$ cat src/rtl/prog_loader.sv
// Instruction-memory loader: assembles little-endian words from a byte stream,
// writes them from address 0 and releases the core only after a good XOR checksum.
module prog_loader #(
  parameter int ADDR_W = 8
) (
  input  logic              clk_i,
  input  logic              rst_i,
  input  logic              start_i,
  input  logic [7:0]        byte_i,
  input  logic              byte_valid_i,
  output logic              byte_ready_o,
  output logic              mem_we_o,
  output logic [ADDR_W-1:0] mem_addr_o,
  output logic [31:0]       mem_wdata_o,
  output logic              cpu_rst_o,
  output logic              busy_o,
  output logic              done_o,
  output logic              err_o,
  output logic [ADDR_W:0]   words_o
);

  typedef enum logic [2:0] {IDLE, LEN, DATA, WRITE, CHK, DONE} state_t;

  state_t            state, state_n;
  logic [7:0]        len, len_n;
  logic [1:0]        lane, lane_n;
  logic [23:0]       word_lo, word_lo_n;
  logic [7:0]        acc, acc_n;
  logic              ready_n, we_n, cpu_rst_n, busy_n, done_n, err_n;
  logic [ADDR_W-1:0] addr_n;
  logic [31:0]       wdata_n;
  logic [ADDR_W:0]   words_n, words_inc;
  logic              fire;

  assign fire      = byte_valid_i & byte_ready_o;
  assign words_inc = words_o + 1'b1;

  // All outputs are registered: next values are computed here for the state being entered.
  always_comb begin
    state_n   = state;
    len_n     = len;
    lane_n    = lane;
    word_lo_n = word_lo;
    acc_n     = acc;
    ready_n   = byte_ready_o;
    we_n      = 1'b0;
    addr_n    = mem_addr_o;
    wdata_n   = mem_wdata_o;
    cpu_rst_n = cpu_rst_o;
    busy_n    = busy_o;
    done_n    = done_o;
    err_n     = err_o;
    words_n   = words_o;
    case (state)
      IDLE, DONE: begin
        if (start_i) begin
          state_n   = LEN;
          ready_n   = 1'b1;
          busy_n    = 1'b1;
          cpu_rst_n = 1'b1;
          done_n    = 1'b0;
          err_n     = 1'b0;
          words_n   = '0;
          lane_n    = '0;
          acc_n     = '0;
        end
      end
      LEN: begin
        if (fire) begin
          len_n   = byte_i;
          state_n = (byte_i == 8'd0) ? CHK : DATA;
        end
      end
      DATA: begin
        if (fire) begin
          acc_n = acc ^ byte_i;
          case (lane)
            2'd0: word_lo_n[7:0]   = byte_i;
            2'd1: word_lo_n[15:8]  = byte_i;
            2'd2: word_lo_n[23:16] = byte_i;
            default: begin
              state_n = WRITE;
              ready_n = 1'b0;
              we_n    = 1'b1;
              addr_n  = words_o[ADDR_W-1:0];
              wdata_n = {byte_i, word_lo};
            end
          endcase
          lane_n = lane + 2'd1;
        end
      end
      WRITE: begin
        words_n = words_inc;
        ready_n = 1'b1;
        state_n = (words_inc == {{(ADDR_W-7){1'b0}}, len}) ? CHK : DATA;
      end
      CHK: begin
        if (fire) begin
          state_n   = DONE;
          ready_n   = 1'b0;
          busy_n    = 1'b0;
          done_n    = 1'b1;
          err_n     = (byte_i != acc);
          cpu_rst_n = (byte_i != acc);
        end
      end
      default: state_n = IDLE;
    endcase
  end

  always_ff @(posedge clk_i) begin
    if (!rst_i) begin
      state        <= IDLE;
      len          <= '0;
      lane         <= '0;
      word_lo      <= '0;
      acc          <= '0;
      byte_ready_o <= 1'b0;
      mem_we_o     <= 1'b0;
      mem_addr_o   <= '0;
      mem_wdata_o  <= '0;
      cpu_rst_o    <= 1'b1;
      busy_o       <= 1'b0;
      done_o       <= 1'b0;
      err_o        <= 1'b0;
      words_o      <= '0;
    end else begin
      state        <= state_n;
      len          <= len_n;
      lane         <= lane_n;
      word_lo      <= word_lo_n;
      acc          <= acc_n;
      byte_ready_o <= ready_n;
      mem_we_o     <= we_n;
      mem_addr_o   <= addr_n;
      mem_wdata_o  <= wdata_n;
      cpu_rst_o    <= cpu_rst_n;
      busy_o       <= busy_n;
      done_o       <= done_n;
      err_o        <= err_n;
      words_o      <= words_n;
    end
  end

endmodule

$ cat config.mk
export PLATFORM = sky130hd
export DESIGN_NAME = prog_loader
export DESIGN_NICKNAME = d
export VERILOG_FILES = /design/src/rtl/prog_loader.sv
export SDC_FILE = /design/constraint.sdc
export NUM_CORES = 1
export LEC_CHECK = 0
export CORE_MARGIN = 3
export CORE_UTILIZATION = 30
export DETAILED_ROUTE_END_ITERATION = 7
export SLEW_MARGIN = 20
export SYNTH_ARGS = -nofsm -noshare
export SYNTH_HDL_FRONTEND = slang
export SYNTH_SLANG_ARGS = --single-unit
$ cat constraint.sdc
create_clock -name clk_i -period 2.19 [get_ports clk_i]
set_clock_uncertainty 0.05 [all_clocks]
set_input_delay 0.657 -clock clk_i [delete_from_list [all_inputs] [get_ports clk_i]]
set_output_delay 0.657 -clock clk_i [all_outputs]
set_load 0.005 [all_outputs]
==> impl_metrics.py <==
metrics = {
    "logic_synthesis": {
        "synth_warnings": 0,
        "ys_seq_elements": 100,
        "synth_cell_type_count": 55,
        "async_reset_ff_share_pct": 0,
        "syn-instance-count": 566,
        "yosysTopAreaCell": "dfxtp_1",
        "synth_nets": 583,
        "syn-mean-instance-area_um2": 8.23,
        "yosys.area.top_type_share_pct": 43.0,
        "synth_ff_type": "dfxtp_1",
        "seq_area_frac_synth_pct": 43.0,
        "synth_edf_count": 0,
        "netlist_area_mm2": 0.00466,
        "synth_area_leaders": "dfxtp_1 43%, a21boi_0 11%, nand2_1 11%",
    },
    "clock_network": {
        "cts_tree": "yes",
        "h-tree-depth": 3,
        "clk_pin_slew_worst_paths_ns": 0.07,
        "cts-hold-fix-buffers": 0,
        "cts.path.max_buffers": 2,
        "cts_sinks": 100,
        "clock-root-buffer": "clkbuf_16",
        "cts_buffers": 9,
        "insertion_delay_ns": 0.36,
    },
    "setup_path": {
        "critical_path_class": "reg -> out",
        "path_max_fanout": 8,
        "rrSetupSlack_ns": 0.24,
        "cp_num_buf_inv": 1,
        "crit_path_start_kind": "register",
        "path_cells": "clkdlybuf4s50_1",
        "arrival_ns": 1.39,
        "cp_slowest_stage_delay_ns": 0.56,
        "slowest_stage": "clkdlybuf4s50_1",
        "crit_path_end_kind": "output pin",
        "cp_top_family": "buffers and inverters",
        "required_ns": 1.48,
    },
    "route": {
        "routed_wl_um": 12900,
        "dr.pass1.iters": 5,
        "avgRoutedWirePerCell_um": 15.4,
        "drcViolationCount": 0,
        "drt-initial-drc-count": 228,
        "postRouteAntennaNets": 0,
        "vias": 4205,
        "vias_per_cell": 5.02,
    },
    "floorplanning": {
        "rows": 44,
        "dieWidth_um": 131,
        "core_mm2": 0.0149,
        "start_util_pct": 31.3,
        "fp.dieH_um": 131,
        "die_area_mm2": 0.0171,
        "io_pins": 67,
    },
    "place": {
        "place.gp.congestion": 0.914,
        "dpl_cell_area_mm2": 0.00575,
        "hpwl_um": 9600,
        "portBuffers": 66,
    },
    "global_routing": {
        "grt_pass1_vias": 4050,
        "grt_pass1_wl_um": 20900,
        "grt_max_degree": 43,
        "grt-ovfl-total": 0,
        "antenna_found_initial": 0,
        "grt_usage_pct": 15.7,
    },
    "timing": {
        "slew_violations": 0,
        "finalHoldViolations": 0,
        "fin_crit_sh_pct": 95.6,
        "timing.fmax_mhz": 477,
        "slew_headroom_pct": 71.3,
        "worst_pin_slew_ns": 0.430,
        "setup_viol": 0,
        "rsz0062_at_grt": "false",
        "finalCriticalPeriod_ns": 2.09,
        "fin_tns_setup_ns": 0,
    },
    "pwr": {
        "vdd_drop_max_v": 0.000348,
        "clkPwrFrac_pct": 42.2,
        "pwr-share-comb_pct": 6.7,
        "switchingPower_mw": 0.869,
        "cellLeakagePower_nw": 2.06,
        "p_int_mw": 2.73,
        "power.density_mw_per_mm2": 595,
        "seqPwrFrac_pct": 51.1,
        "p_sw_share_pct": 24.1,
    },
    "job": {
        "cap_violations": 0,
    },
    "final_layout": {
        "fill_cells": 1468,
        "multi_input_area_mm2": 0.00242,
        "design_area_mm2": 0.00606,
        "postLayoutCoreUtil_pct": 40.8,
        "nNetsFinal": 665,
        "syn_to_final_growth_pct": 30.1,
        "drive_gt1_share_pct": 13.6,
        "regArea_mm2": 0.00201,
        "diodes": 0,
    },
    "run_status": {
        "status": "finished, final reports clean",
    },
    "hold_path": {
        "hp-class": "reg -> reg",
    },
}
## per-stage QoR
stage | instances | setup WS [ns] | power, mW | hold slack (ns)
after floorplan | 566 | 0.253 | 2.00 | 0.381
after global placement | 821 | -0.361 | 2.12 | 0.391
after detailed placement | 821 | -0.350 | 2.12 | 0.400
after CTS | 837 | 0.00819 | 3.64 | 0.412
after global routing | 837 | 0.00957 | 3.73 | 0.437
final | 837 | 0.0957 | 3.60 | 0.406
## power groups by stage
stage / sequential, mW / combinational [mW] / clock [mW]
after CTS: 1.84 / 0.238 / 1.57
after detailed placement: 1.88 / 0.237 / 0
after global routing: 1.84 / 0.261 / 1.63
after global placement: 1.88 / 0.236 / 0
final: 1.84 / 0.241 / 1.52
after floorplan: 1.88 / 0.128 / 0
## cell usage after synthesis, types with 2 or more instances
master     number
mux2i_1         8
o221ai_1        2
nand2_1       134
nor3_1          4
nor2b_1        28
and4_4          2
dfxtp_1       100
o21ai_0        19
a2111oi_0       3
buf_4           5
or3b_1          2
nand4_1         6
a21boi_1       13
nand3_1        28
a21oi_1        12
xor2_1          3
ha_1            5
buf_6           3
and2_1          2
nor4_1          6
a21boi_0       70
xnor2_1         6
buf_2           8
nand3b_1        3
nor2_1         21
a31oi_1         2
nand2b_1        3
inv_1           7
mux2_2          2
and3_1          3
a211oi_1        2
clkbuf_1       31
## sequential cells by signal, summed over array words and instances, names as in the netlist
signal	count
acc	8
busy_o	1
byte_ready_o	1
cpu_rst_o	1
done_o	1
err_o	1
lane	2
len	8
mem_addr_o	8
mem_wdata_o	32
mem_we_o	1
state	3
word_lo	24
words_o	9
## cells by family after synthesis
logic type	share of synthesized area (%)
AOI/OAI and AO/OA	20.2
DFF	43.0
muxes	2.20
xor gates and xnor gates	1.69
and+or+nand+nor	26.0
buffers and inverters	5.64
adders and majority gates	1.34
## path summary, 6_finish.rpt
kind | cells after the start | from | to
worst max-delay path | 1 | words_o[7] | words_o[7]
worst min-delay path | 2 | mem_wdata_o[2] | mem_wdata_o[2]
worst max register to register | 6 | state[1] | mem_wdata_o[27]
worst min register to register | 2 | mem_wdata_o[2] | mem_wdata_o[2]
## layer usage
layer	wire, um	global-route usage (%)	part of all wire (%)	up-vias
met3	596	4.07	4.6	19
met4	295	6.35	2.3	0
met1	6360	21.8	49	1986
met5	0	0	0	-
met2	5660	23.1	44	119
li1	-	-	-	2081
## layout by cell type (no fill, tap or decap), types with 7 or more instances in the layout
master | Yosys | layout
a21boi_0 | 70 | 70
a21boi_1 | 13 | 13
a21oi_1 | 12 | 12
buf_4 | 5 | 51
clkbuf_16 | 0 | 9
clkdlybuf4s50_1 | 0 | 64
dfxtp_1 | 100 | 97
inv_1 | 7 | 7
mux2i_1 | 8 | 8
nand2_1 | 134 | 134
nand3_1 | 28 | 28
nor2_1 | 21 | 20
nor2b_1 | 28 | 28
o21ai_0 | 19 | 19
## cell type report
cell class / instances / share of cell area (%)
multi-input cells: 410 / 39.9
flip-flops and latches: 100 / 33.1
repair buffers: 120 / 18.2
clock buffers: 11 / 3.84
well taps: 184 / 3.80
clock inverters: 5 / 0.723
inverters: 7 / 0.434
## repair_timing
action,CTS,global route
setup endpoints to repair,2,12
setup buffers,0,0
pin swaps,0,2
resized for setup,2,9
No activity file was read; power rests on OpenSTA's default activity.
